--- config.mk ---
export PLATFORM = sky130hd
export DESIGN_NAME = mmu_bus_arbiter
export DESIGN_NICKNAME = d
export VERILOG_FILES = /design/src/rtl/mmu_bus_arbiter.sv
export SDC_FILE = /design/constraint.sdc
export NUM_CORES = 1
export LEC_CHECK = 0
export BUFFER_PORTS_ARGS = -buffer_cell sky130_fd_sc_hd__buf_4
export CORE_AREA = 2 2 204 206
export DETAILED_ROUTE_END_ITERATION = 10
export DIE_AREA = 0 0 206 208
export GPL_TIMING_DRIVEN = 0
export PLACE_DENSITY_LB_ADDON = 0.08
export SLEW_MARGIN = 20
export SYNTH_ARGS = -nofsm -noshare
export SYNTH_HDL_FRONTEND = slang
export SYNTH_SLANG_ARGS = --single-unit
export TNS_END_PERCENT = 5
--- constraint.sdc ---
create_clock -name clk -period 5 [get_ports clk]
set_clock_uncertainty 0.1 [all_clocks]
set_input_delay 1.5 -clock clk [delete_from_list [all_inputs] [get_ports clk]]
set_output_delay 1.5 -clock clk [all_outputs]
set_load 0.02 [all_outputs]
--- src/rtl/mmu_bus_arbiter.sv ---
// Arbitrates IF/MEM/TLB-write requesters over one TLB port and a Wishbone bus; access = lookup, bus, done.
// Latency: 3 cycles min (ack on bus_ack+1), 2 on TLB/decode fault, 1 for TLB write; requesters hold req until ack.
module mmu_bus_arbiter #(
    parameter int STARVE_MAX = 4,
    parameter int TIMEOUT    = 255
) (
    input  logic        clk,
    input  logic        rst,

    input  logic        if_req,
    input  logic [31:0] if_addr,
    output logic        if_ack,
    output logic [31:0] if_rdata,
    output logic [2:0]  if_exc,

    input  logic        mem_req,
    input  logic        mem_we,
    input  logic [31:0] mem_addr,
    input  logic [31:0] mem_wdata,
    input  logic [3:0]  mem_sel,
    output logic        mem_ack,
    output logic [31:0] mem_rdata,
    output logic [2:0]  mem_exc,

    input  logic        tlbw_req,
    input  logic [3:0]  tlbw_index,
    input  logic [63:0] tlbw_data,
    output logic        tlbw_ack,

    output logic [31:0] mmu_addr,
    output logic        mmu_write,
    output logic        tlb_ce,
    input  logic [31:0] tlb_addr,
    input  logic [15:0] tlb_select,
    input  logic        excepttype_is_tlbl,
    input  logic        excepttype_is_tlbs,
    input  logic        excepttype_is_tlbm,

    output logic        tlb_we,
    output logic [3:0]  tlb_index,
    output logic [63:0] tlb_data,

    output logic        bus_cyc,
    output logic        bus_stb,
    output logic        bus_we,
    output logic [31:0] bus_adr,
    output logic [31:0] bus_dat_o,
    output logic [3:0]  bus_byte,
    output logic [15:0] bus_slave,
    input  logic [31:0] bus_dat_i,
    input  logic        bus_ack
);

    localparam logic [2:0] S_IDLE   = 3'd0;
    localparam logic [2:0] S_TLBW   = 3'd1;
    localparam logic [2:0] S_LOOKUP = 3'd2;
    localparam logic [2:0] S_BUS    = 3'd3;
    localparam logic [2:0] S_DONE   = 3'd4;

    localparam logic [2:0] EXC_NONE   = 3'd0;
    localparam logic [2:0] EXC_TLBL   = 3'd1;
    localparam logic [2:0] EXC_TLBS   = 3'd2;
    localparam logic [2:0] EXC_MOD    = 3'd3;
    localparam logic [2:0] EXC_BUSERR = 3'd4;

    localparam int             TW         = (TIMEOUT < 1) ? 1 : $clog2(TIMEOUT + 1);
    localparam logic [TW-1:0]  TO_LIM     = TW'(TIMEOUT);
    localparam logic [2:0]     STARVE_LIM = 3'(STARVE_MAX);

    logic [2:0]    state;
    logic          gnt_if;
    logic [31:0]   lat_addr;
    logic          lat_we;
    logic [31:0]   lat_wdata;
    logic [3:0]    lat_sel;
    logic [3:0]    lat_index;
    logic [63:0]   lat_tdata;
    logic [31:0]   lat_paddr;
    logic [15:0]   lat_slave;
    logic [2:0]    starve_cnt;
    logic [TW-1:0] to_cnt;

    logic          starve_hit;
    logic          grant_mem;
    logic          grant_if;
    logic          timed_out;
    logic [2:0]    lookup_exc;
    logic          res_vld;
    logic [31:0]   res_rdata;
    logic [2:0]    res_exc;

    // TLB writes always win; MEM wins over IF until IF has been passed over STARVE_MAX times.
    assign starve_hit = (starve_cnt == STARVE_LIM) && if_req;
    assign grant_mem  = !tlbw_req && mem_req && !starve_hit;
    assign grant_if   = !tlbw_req && if_req && !grant_mem;
    assign timed_out  = (to_cnt == TO_LIM);

    always_comb begin
        lookup_exc = EXC_NONE;
        if (excepttype_is_tlbm)      lookup_exc = EXC_MOD;
        else if (excepttype_is_tlbs) lookup_exc = EXC_TLBS;
        else if (excepttype_is_tlbl) lookup_exc = EXC_TLBL;
        else if (tlb_select == 16'h0) lookup_exc = EXC_BUSERR;
    end

    always_comb begin
        res_vld   = 1'b0;
        res_rdata = 32'h0;
        res_exc   = EXC_NONE;
        case (state)
            S_LOOKUP: begin
                if (lookup_exc != EXC_NONE) begin
                    res_vld = 1'b1;
                    res_exc = lookup_exc;
                end
            end
            S_BUS: begin
                if (bus_ack) begin
                    res_vld   = 1'b1;
                    res_rdata = bus_dat_i;
                end else if (timed_out) begin
                    res_vld = 1'b1;
                    res_exc = EXC_BUSERR;
                end
            end
            default: ;
        endcase
    end

    always_ff @(posedge clk or negedge rst) begin
        if (!rst) begin
            state     <= S_IDLE;
            gnt_if    <= 1'b0;
            lat_addr  <= 32'h0;
            lat_we    <= 1'b0;
            lat_wdata <= 32'h0;
            lat_sel   <= 4'h0;
            lat_index <= 4'h0;
            lat_tdata <= 64'h0;
            lat_paddr <= 32'h0;
            lat_slave <= 16'h0;
            to_cnt    <= '0;
        end else begin
            case (state)
                S_IDLE: begin
                    if (tlbw_req) begin
                        lat_index <= tlbw_index;
                        lat_tdata <= tlbw_data;
                        state     <= S_TLBW;
                    end else if (grant_mem) begin
                        gnt_if    <= 1'b0;
                        lat_addr  <= mem_addr;
                        lat_we    <= mem_we;
                        lat_wdata <= mem_wdata;
                        lat_sel   <= mem_sel;
                        state     <= S_LOOKUP;
                    end else if (grant_if) begin
                        gnt_if    <= 1'b1;
                        lat_addr  <= if_addr;
                        lat_we    <= 1'b0;
                        lat_wdata <= 32'h0;
                        lat_sel   <= 4'hF;
                        state     <= S_LOOKUP;
                    end
                end
                S_TLBW: state <= S_IDLE;
                S_LOOKUP: begin
                    lat_paddr <= tlb_addr;
                    lat_slave <= tlb_select;
                    to_cnt    <= '0;
                    state     <= res_vld ? S_DONE : S_BUS;
                end
                S_BUS: begin
                    if (res_vld) state  <= S_DONE;
                    else         to_cnt <= to_cnt + TW'(1);
                end
                S_DONE:  state <= S_IDLE;
                default: state <= S_IDLE;
            endcase
        end
    end

    // Result registers per requester so the idle requester's outputs keep their last value.
    always_ff @(posedge clk or negedge rst) begin
        if (!rst) begin
            if_rdata  <= 32'h0;
            if_exc    <= EXC_NONE;
            mem_rdata <= 32'h0;
            mem_exc   <= EXC_NONE;
        end else if (res_vld) begin
            if (gnt_if) begin
                if_rdata <= res_rdata;
                if_exc   <= res_exc;
            end else begin
                mem_rdata <= res_rdata;
                mem_exc   <= res_exc;
            end
        end
    end

    always_ff @(posedge clk or negedge rst) begin
        if (!rst)
            starve_cnt <= 3'd0;
        else if (!if_req)
            starve_cnt <= 3'd0;
        else if (state == S_IDLE && grant_if)
            starve_cnt <= 3'd0;
        else if (state == S_IDLE && grant_mem && starve_cnt != 3'd7)
            starve_cnt <= starve_cnt + 3'd1;
    end

    assign if_ack    = (state == S_DONE) && gnt_if;
    assign mem_ack   = (state == S_DONE) && !gnt_if;
    assign tlbw_ack  = (state == S_TLBW);
    assign tlb_we    = (state == S_TLBW);
    assign tlb_index = lat_index;
    assign tlb_data  = lat_tdata;
    assign tlb_ce    = (state == S_LOOKUP);
    assign mmu_addr  = lat_addr;
    assign mmu_write = lat_we;
    assign bus_cyc   = (state == S_BUS);
    assign bus_stb   = (state == S_BUS);
    assign bus_we    = (state == S_BUS) && lat_we;
    assign bus_adr   = lat_paddr;
    assign bus_dat_o = lat_wdata;
    assign bus_byte  = lat_sel;
    assign bus_slave = lat_slave;

endmodule
==> out/results.ini <==
[outcome]
status = completed

[floorplanning]
die_width_um = 206
die_area_mm2 = 0.04285
pin_count = 521
start_util = 0.2803
core-area_mm2 = 0.04055
die_height_um = 208
core.rowCount = 74

[yosys]
avgSynthCellArea_um2 = 10.85
ys_seq_elements = 270
cell_count_after_synthesis = 1048
count_of_flip_flops_with_a_built_in_enable_after_synthesis = 0
yosysWarningCount = 0
number_of_library_cell_types_mapped_by_synthesis = 51
synthesis.area_mm2 = 0.01137
ys_dominant_reg_cell = dfrtp_1
synthArstFlopShare = 1.000
mappedNetlistNets = 1310
seq_total_area_yosys = 0.5945

[pwr]
power.switching_w = 0.004596
cellInternalPower_w = 0.006985
sequentialPowerShare = 0.323
worst_ir_drop_on_vdd_mv = 0.3531
power.share.clock = 0.220
total_power_w = 0.01158
leakage_nw = 8.902
power_density_mw_per_mm2 = 674.2
net_switching_fraction_of_the_power = 0.3969
share_comb_of_total_power = 0.458

[clock_tree]
cts_inserted_buffers = 35
clk_buf_depth = 3
insertion_delay_ns = 0.53
cts-htree-levels = 2
cts_setup_buffers = 0
cts_resized = 0
cts_tree = built
cts.clk_slew.worst_paths_ns = 0.06
cts_sinks = 270
clock_tree.root_cell = clkbuf_16
hold_buffers = 0

[grt]
first_global_vias = 9941
grt_usage = 0.1871
antenna_found_initial = 1
largest_net_degree_at_the_start_of_global_routing = 91
first_pass_grt_wire_length_um = 60810
globalRoute.totalOverflow = 0

[setup_path]
path_class = reg -> out
startpoint_type = register
timing.critical_path.fanout_max = 10
critical_path.endpoint_type = primary output
cp_data_required_time_ns = 3.40
critPathArrivalTime_ns = 2.24

[placed_design]
portBuffers = 520
placement.setup.worst_slack_ns = 1.492
placedInstanceArea_mm2 = 0.01603
final_weighted_congestion_in_routability_driven_placement = 0.8339
dpl_hpwl_um = 31180

[sta]
max-slew-margin-rel = 0.4453
report.final.setup_viol = 0
final.period_utilization = 0.7679
report.final.hold_viol_count = 0
hold_slack_ns = 0.3741
finalMaxSlewViolations = 0
final_critical_period_ns = 3.840
fmax_ghz = 0.2604
timing_worst_slew_pin_value_ns = 0.8284
postLayoutSetupSlackWorst_ns = 1.160
unrepaired_setup_endpoints_after_global_routing = no

[final_layout]
fin_util = 0.4236
stdcell_area_mm2 = 0.01718
nFillCells = 3978
most-common-layout-cells = 522 x buf_4, 270 x dfrtp_1, 182 x nand2_1
final_nets = 1870
mostFrequentLayoutCell = buf_4
syn2layout_area_growth_pct = 51.13
share_of_cells_above_drive_strength_1 = 0.4209

[min_path]
hp-class = reg -> reg

[drt]
postRouteWirelength_um = 40920
initialDrtViolationCount = 382
route.detailed.wl_per_inst_um = 18.92
dr_total_vias = 9757
drc = 0
detail_route.vias_per_cell = 4.511
drtAntennaViolNets = 0
drt_pre_antenna_iters = 4

[job]
max_cap_viol_count = 0

==> cell usage after synthesis, types with 5 or more instances <==
| library cell | number | area (um2) |
|---|---|---|
| nor2_1 | 10 | 37.54 |
| dfrtp_1 | 270 | 6756 |
| a22o_1 | 35 | 306.5 |
| clkbuf_1 | 32 | 120.1 |
| buf_6 | 5 | 56.30 |
| inv_1 | 73 | 274.0 |
| and3_1 | 66 | 412.9 |
| mux2_2 | 69 | 777.0 |
| a21oi_1 | 66 | 330.3 |
| nor3_1 | 6 | 30.03 |
| mux2i_1 | 40 | 400.4 |
| o21ai_1 | 8 | 40.04 |
| nand3_1 | 8 | 40.04 |
| nand2_1 | 182 | 683.2 |
| clkbuf_2 | 5 | 25.02 |
| buf_2 | 21 | 105.1 |
| o21ai_0 | 95 | 475.5 |
==> sequential cells by signal, indices dropped and copies added, names as in the netlist <==
name / flops
bus_adr: 32
bus_byte: 4
bus_dat_o: 32
bus_slave: 16
gnt_if: 1
if_exc: 3
if_rdata: 32
mem_exc: 3
mem_rdata: 32
mmu_addr: 32
mmu_write: 1
starve_cnt: 3
state: 3
tlb_data: 64
tlb_index: 4
to_cnt: 8
==> power groups by stage <==
stage          logic (W)  clock network (W)  registers, W
3_3_place_gp     0.00537                  0       0.00373
2_1_floorplan    0.00182                  0       0.00479
3_5_place_dp     0.00540                  0       0.00376
6_report         0.00530            0.00254       0.00374
5_1_grt          0.00573            0.00272       0.00387
4_1_cts          0.00540            0.00263       0.00375
==> layer usage <==
metal | track usage | wire length (um)
met1 | 0.2178 | 16000
met2 | 0.3137 | 20100
met3 | 0.06485 | 3510
met4 | 0.07438 | 1319
met5 | 0 | 0
==> per-stage QoR <==
step / TNS [ns] / instances
floorplan: 0 / 1048
global placement: -73.06 / 2100
detailed placement: 0 / 2103
CTS: 0 / 2162
global route: 0 / 2163
finish: 0 / 2163
==> worst paths after layout <==
path                                    from            to  slack (ns)  cells after the start
worst max-delay path                  gnt_if        if_ack        1.16                      4
worst min-delay path            bus_slave[0]  bus_slave[0]        0.37                      2
worst max register to register      state[2]  mmu_addr[27]        2.50                      6
worst min register to register  bus_slave[0]  bus_slave[0]        0.37                      2
max in group asynchronous                rst  tlb_data[29]        2.92                      3
min in group asynchronous                rst   bus_adr[11]        0.79                      1
==> logic make-up after synthesis <==
group           share of synthesized area
fa+ha+maj                        0.004404
compound gates                     0.1170
xor+xnor                         0.002312
buf+inv                           0.05482
simple gates                       0.1234
mux                                0.1036
flops                              0.5945
==> final cells by class <==
cell class / count / area, um2 / share of cell area
inverters: 74 / 282.8 / 0.01646
multi-input cells: 635 / 3986 / 0.2321
clock buffers: 49 / 1021 / 0.05944
flip-flops and latches: 270 / 6756 / 0.3933
plain buffers: 69 / 340.3 / 0.01981
repair buffers: 523 / 3994 / 0.2325
diodes: 1 / 2.502 / 0.0001457
well taps: 532 / 665.6 / 0.03875
clock inverters: 10 / 128.9 / 0.007502
==> worst max-delay path: stages, from the launching register on <==
cell	delay [ns]
dfrtp_1	0.53
inv_1	0.21
buf_1	0.38
nor4b_1	0.36
buf_4	0.22
(Power assumes the default switching activity.)
